$ cat src/rtl/lenet_pkg.sv
// Shared LeNet classifier constants and the argmax FSM state type.
package lenet_pkg;

  localparam int NUM_CLASSES = 10;
  localparam int CLASS_IDX_W = 4;
  localparam logic [CLASS_IDX_W-1:0] LAST_IDX = CLASS_IDX_W'(NUM_CLASSES - 1);

  typedef enum logic [1:0] {
    IDLE,
    SCAN,
    DONE
  } argmax_state_t;

endpackage

$ cat src/rtl/output_argmax.sv
// Sequential argmax over the ten class scores: one signed compare per cycle.
// Optional runner-up tracking is enabled by defining OUTPUT_ARGMAX_TOP2_EN.
module output_argmax
  import lenet_pkg::*;
#(
  parameter int bitwidth = 16
) (
  input  logic                          clk,
  input  logic                          rst,
  input  logic                          start,
  input  logic signed [bitwidth-1:0]    vec_in [NUM_CLASSES-1:0],
  output logic                          busy,
  output logic                          done,
  output logic        [CLASS_IDX_W-1:0] class_idx,
  output logic signed [bitwidth-1:0]    max_val
`ifdef OUTPUT_ARGMAX_TOP2_EN
  ,
  output logic        [CLASS_IDX_W-1:0] second_idx,
  output logic signed [bitwidth-1:0]    second_val
`endif
);

  argmax_state_t state_reg, state_next;

  logic signed [bitwidth-1:0]    bank_reg [NUM_CLASSES];
  logic        [CLASS_IDX_W-1:0] count_reg;
  logic        [CLASS_IDX_W-1:0] idx_reg, idx_next;
  logic signed [bitwidth-1:0]    max_reg, max_next;
  logic        [CLASS_IDX_W-1:0] class_idx_reg;
  logic signed [bitwidth-1:0]    max_val_reg;
  logic signed [bitwidth-1:0]    elem;
  logic                          take_max;
  logic                          capture;

`ifdef OUTPUT_ARGMAX_TOP2_EN
  logic        [CLASS_IDX_W-1:0] sec_idx_reg, sec_idx_next, second_idx_reg;
  logic signed [bitwidth-1:0]    sec_reg, sec_next, second_val_reg;
`endif

  assign capture = (state_reg == IDLE) && start;

  always_comb begin
    state_next = state_reg;
    elem       = bank_reg[count_reg];
    take_max   = elem > max_reg;
    max_next   = max_reg;
    idx_next   = idx_reg;
    // Strictly-greater update keeps the lowest index on ties.
    if (take_max) begin
      max_next = elem;
      idx_next = count_reg;
    end
`ifdef OUTPUT_ARGMAX_TOP2_EN
    sec_next     = sec_reg;
    sec_idx_next = sec_idx_reg;
    if (take_max) begin
      sec_next     = max_reg;
      sec_idx_next = idx_reg;
    end else if (elem > sec_reg) begin
      sec_next     = elem;
      sec_idx_next = count_reg;
    end
`endif
    case (state_reg)
      IDLE:    if (start) state_next = SCAN;
      SCAN:    if (count_reg == LAST_IDX) state_next = DONE;
      DONE:    state_next = IDLE;
      default: state_next = IDLE;
    endcase
  end

  always_ff @(posedge clk) begin
    if (rst) begin
      state_reg     <= IDLE;
      count_reg     <= '0;
      idx_reg       <= '0;
      max_reg       <= '0;
      class_idx_reg <= '0;
      max_val_reg   <= '0;
      for (int i = 0; i < NUM_CLASSES; i++) bank_reg[i] <= '0;
`ifdef OUTPUT_ARGMAX_TOP2_EN
      sec_reg        <= '0;
      sec_idx_reg    <= '0;
      second_val_reg <= '0;
      second_idx_reg <= '0;
`endif
    end else begin
      state_reg <= state_next;
      if (capture) begin
        for (int i = 0; i < NUM_CLASSES; i++) bank_reg[i] <= vec_in[i];
        max_reg   <= vec_in[0];
        idx_reg   <= '0;
        count_reg <= CLASS_IDX_W'(1);
`ifdef OUTPUT_ARGMAX_TOP2_EN
        sec_reg     <= vec_in[0];
        sec_idx_reg <= '0;
`endif
      end else if (state_reg == SCAN) begin
        max_reg   <= max_next;
        idx_reg   <= idx_next;
        count_reg <= count_reg + CLASS_IDX_W'(1);
`ifdef OUTPUT_ARGMAX_TOP2_EN
        sec_reg     <= sec_next;
        sec_idx_reg <= sec_idx_next;
`endif
        // Outputs only change on the final compare, never mid-scan.
        if (count_reg == LAST_IDX) begin
          class_idx_reg <= idx_next;
          max_val_reg   <= max_next;
`ifdef OUTPUT_ARGMAX_TOP2_EN
          second_idx_reg <= sec_idx_next;
          second_val_reg <= sec_next;
`endif
        end
      end
    end
  end

  assign busy      = (state_reg != IDLE);
  assign done      = (state_reg == DONE);
  assign class_idx = class_idx_reg;
  assign max_val   = max_val_reg;
`ifdef OUTPUT_ARGMAX_TOP2_EN
  assign second_idx = second_idx_reg;
  assign second_val = second_val_reg;
`endif

endmodule

$ cat config.mk
export PLATFORM = sky130hd
export DESIGN_NAME = output_argmax
export DESIGN_NICKNAME = d
export VERILOG_FILES = /design/src/rtl/lenet_pkg.sv /design/src/rtl/output_argmax.sv
export SDC_FILE = /design/constraint.sdc
export NUM_CORES = 1
export LEC_CHECK = 0
export ABC_AREA = 0
export CORE_ASPECT_RATIO = 0.6
export CORE_MARGIN = 5
export CORE_UTILIZATION = 50
export CTS_CLUSTER_SIZE = 12
export DETAILED_ROUTE_END_ITERATION = 8
export GPL_TIMING_DRIVEN = 0
export HOLD_SLACK_MARGIN = 0.08
export PLACE_DENSITY = 0.77
export SETUP_SLACK_MARGIN = 0.1
export SYNTH_ARGS = -nofsm -noshare
export SYNTH_HDL_FRONTEND = slang
export SYNTH_SLANG_ARGS = --single-unit
$ cat constraint.sdc
create_clock -name clk -period 8.97 [get_ports clk]
set_clock_uncertainty 0.1 [all_clocks]
set_input_delay 1.794 -clock clk [delete_from_list [all_inputs] [get_ports clk]]
set_output_delay 1.794 -clock clk [all_outputs]
set_load 0.005 [all_outputs]
==> out/metrics.yaml <==
hold_buffers: 0
grt_pass1_wl_microns: 41600
coreArea_sq_um: 19200
drc: 0
largest_reg_flops: 160
numPortBuffers: 183
drtAntennaViolNets: 0
pre_cts_ws_ps: 4320
rows: 39
hold_viol: 0
wl_per_cell_microns: 21.6
yosys_warnings: 0
fin_nets: 1166
grt_pass1_vias: 7092
clock-sinks: 206
cp_slowest_cell: "buf_1"
pwr-share-clk: 0.338
synth_cell_type_count: 37
ys_seq_elements: 206
worstSetupEndpointType: "flip-flop"
die_h_microns: 119
max_cap_violations: 0
area_growth_syn_to_layout_pct: 28.7
setup_viol: 0
synth_nets: 959
switching_share: 0.264
grtUsageMet1: 0.376
final.min_clock_period_ps: 4780
htreeDepth: 1
worstSetupStartpointType: "flip-flop"
cts_made_buffers: 21
rsz0062_at_grt: "no"
arrival_ps: 5080
max_stage_delay_ps: 650
final.setup.worst_slack_ps: 4190
powerDensity_nw_per_um2: 189
power_leakage_nw: 4.53
hold_class: "flip-flop to flip-flop"
initial_core_util: 0.512
status: "finished clean"
io_pins: 185
wl_microns: 27400
met3_usage: 0.0631
drive_above_1_share: 0.0770
fin_tns_setup_ps: 0
antenna_found_initial: 1
crit_required_ps: 9270
final_max_slew_viol_count: 0
post_cts_resized: 0
post_cts_buffers: 0
drt_iter0_drc: 617
finalCritPeriodShare: 0.533
die_area_sq_um: 22700
max_slew_margin: 0.263
p_total_w: 0.00239
cts_buffer_depth: 3
fillCellCount: 1477
vias: 7169
crit_chain: "buf_2, buf_1, mux4_2, a211oi_1, a21oi_1, ha_1, nand4_1, nor3_1, a21bo_2, nand4_1, clkbuf_1, o211ai_1, a311oi_1"
grtUsageTotal: 0.241
gp_congestion: 0.929
combPwrFrac: 0.192
power.internal_w: 0.00176
grt_max_degree: 106
critPathKind: "flip-flop to flip-flop"
grt-ovfl-total: 0
final_cell_mix: "clkdlybuf4s50_1 (183), and2_1 (162), edfxtp_1 (160), clkbuf_1 (63), a21oi_1 (55)"
synth_area_sq_um: 9830
yosys-top-cells-area: "edfxtp_1 (49%), and2_1 (10%), dfxtp_1 (9.4%), mux4_2 (7.3%), a311oi_1 (3.0%)"
root_buffer: "clkbuf_16"
worstMarginPinSlew_ps: 1100
final_common_cell: "clkdlybuf4s50_1"
dp_cells: 1228
fin_cells: 1267
syn_area_per_cell_sq_um: 12.6
yosysTopAreaCell: "edfxtp_1"
synth_top_area_frac: 0.489
ir_drop_mv: 0.111
max_freq_mhz: 209
p_sw_w: 0.000631
place.detailed.hpwl_microns: 20700
grt_most_used_layer: "met1"
seqPwrFrac: 0.470
cts_tree: "done"
cp_max_fo: 10
viasPerCell: 5.66
clk_latency_ps: 510
ys_seq_area_frac: 0.583
clk_pin_slew_worst_paths_ps: 60
syn_inst: 778
die_w_microns: 191
grt_use_met2: 0.341
path_common_cell: "nand4_1"
firstDrtPassIters: 5
==> cell usage after synthesis <==
cell type and number:
nand3b_1 1, or3_1 1, ha_1 18, nand2b_1 2, nand4_1 6, mux2i_1 20
o31a_1 1, nand2_1 15, buf_2 7, o21ai_2 2, clkbuf_1 49, edfxtp_1 160
buf_1 2, nand3_1 1, xor2_1 2, and4_1 4, mux2_2 1, or2_2 1
mux4_2 32, buf_6 3, xnor2_1 1, o211ai_1 18, inv_1 20, o21ai_1 8
nor3_1 1, o21ai_0 16, nor2_1 33, o2111ai_1 1, a211oi_1 31, a21oi_1 55
dfxtp_1 46, a311oi_1 34, buf_4 3, and2_1 162, a41oi_4 1, a21bo_2 1
nor2b_1 19
==> power by group through the flow <==
stage,Sequential (W),Clock [W],Combinational [W]
2_1_floorplan,0.00114,0,0.000270
3_3_place_gp,0.00115,0,0.000442
3_5_place_dp,0.00115,0,0.000450
4_1_cts,0.00113,0.000818,0.000453
5_1_grt,0.00113,0.000864,0.000495
6_report,0.00113,0.000810,0.000459
==> layout make-up <==
| cell class | count | area, sq um | share of cell area |
|---|---|---|---|
| Inverter | 20 | 80.1 | 0.00633 |
| Buffer | 64 | 283 | 0.0224 |
| Clock buffer | 36 | 603 | 0.0477 |
| Multi-Input combinational cell | 488 | 3740 | 0.296 |
| Sequential cell | 206 | 5730 | 0.453 |
| Clock inverter | 2 | 13.8 | 0.00109 |
| Tap cell | 266 | 333 | 0.0263 |
| Antenna cell | 1 | 2.50 | 0.000198 |
| Timing Repair Buffer | 184 | 1860 | 0.147 |
==> routing by layer <==
layer / routed length, microns / share of wire
met2: 11400 / 0.42
met5: 0 / 0
met1: 12700 / 0.46
met4: 521 / 0.019
met3: 2830 / 0.10
==> critical path: cells and delay by family (launching register included) <==
| kind | cells | cell delay (ps) |
|---|---|---|
| multiplexers | 1 | 460 |
| flip-flops | 1 | 330 |
| buffers and inverters | 3 | 1400 |
| AO/OA/AOI/OAI | 5 | 1390 |
| adder cells (fa/ha/maj) | 1 | 370 |
| AND/OR/NAND/NOR | 3 | 610 |
==> path summary, 6_finish.rpt <==
| path | startpoint | to | slack [ps] | cells past startpoint |
|---|---|---|---|---|
| worst max-delay path | count_reg[1] | max_val[11] | 4190 | 13 |
| worst min register to register | idx_reg[3] | idx_reg[3] | 370 | 2 |
| worst min-delay path | idx_reg[3] | idx_reg[3] | 370 | 2 |
| worst max register to register | count_reg[1] | max_val[11] | 4190 | 13 |
==> cell families (layout without fill, tap and decap cells) <==
family / after synthesis / after routing / synth area share
buf+inv: 84 / 306 / 0.0364
flops: 206 / 206 / 0.583
compound gates: 168 / 168 / 0.115
mux: 53 / 53 / 0.0948
simple gates: 246 / 246 / 0.145
xor+xnor: 3 / 3 / 0.00267
other cells: 0 / 1 / 0
fa+ha+maj: 18 / 18 / 0.0229
==> through the flow <==
stage	area [sq um]	hold slack [ps]	util
2_1_floorplan	9830	338	-
3_3_place_gp	12000	356	0.625
3_5_place_dp	12000	362	0.627
4_1_cts	12600	370	0.659
5_1_grt	12600	393	0.659
6_report	12600	369	0.659
Note: power is estimated with default switching activity, not from simulation.
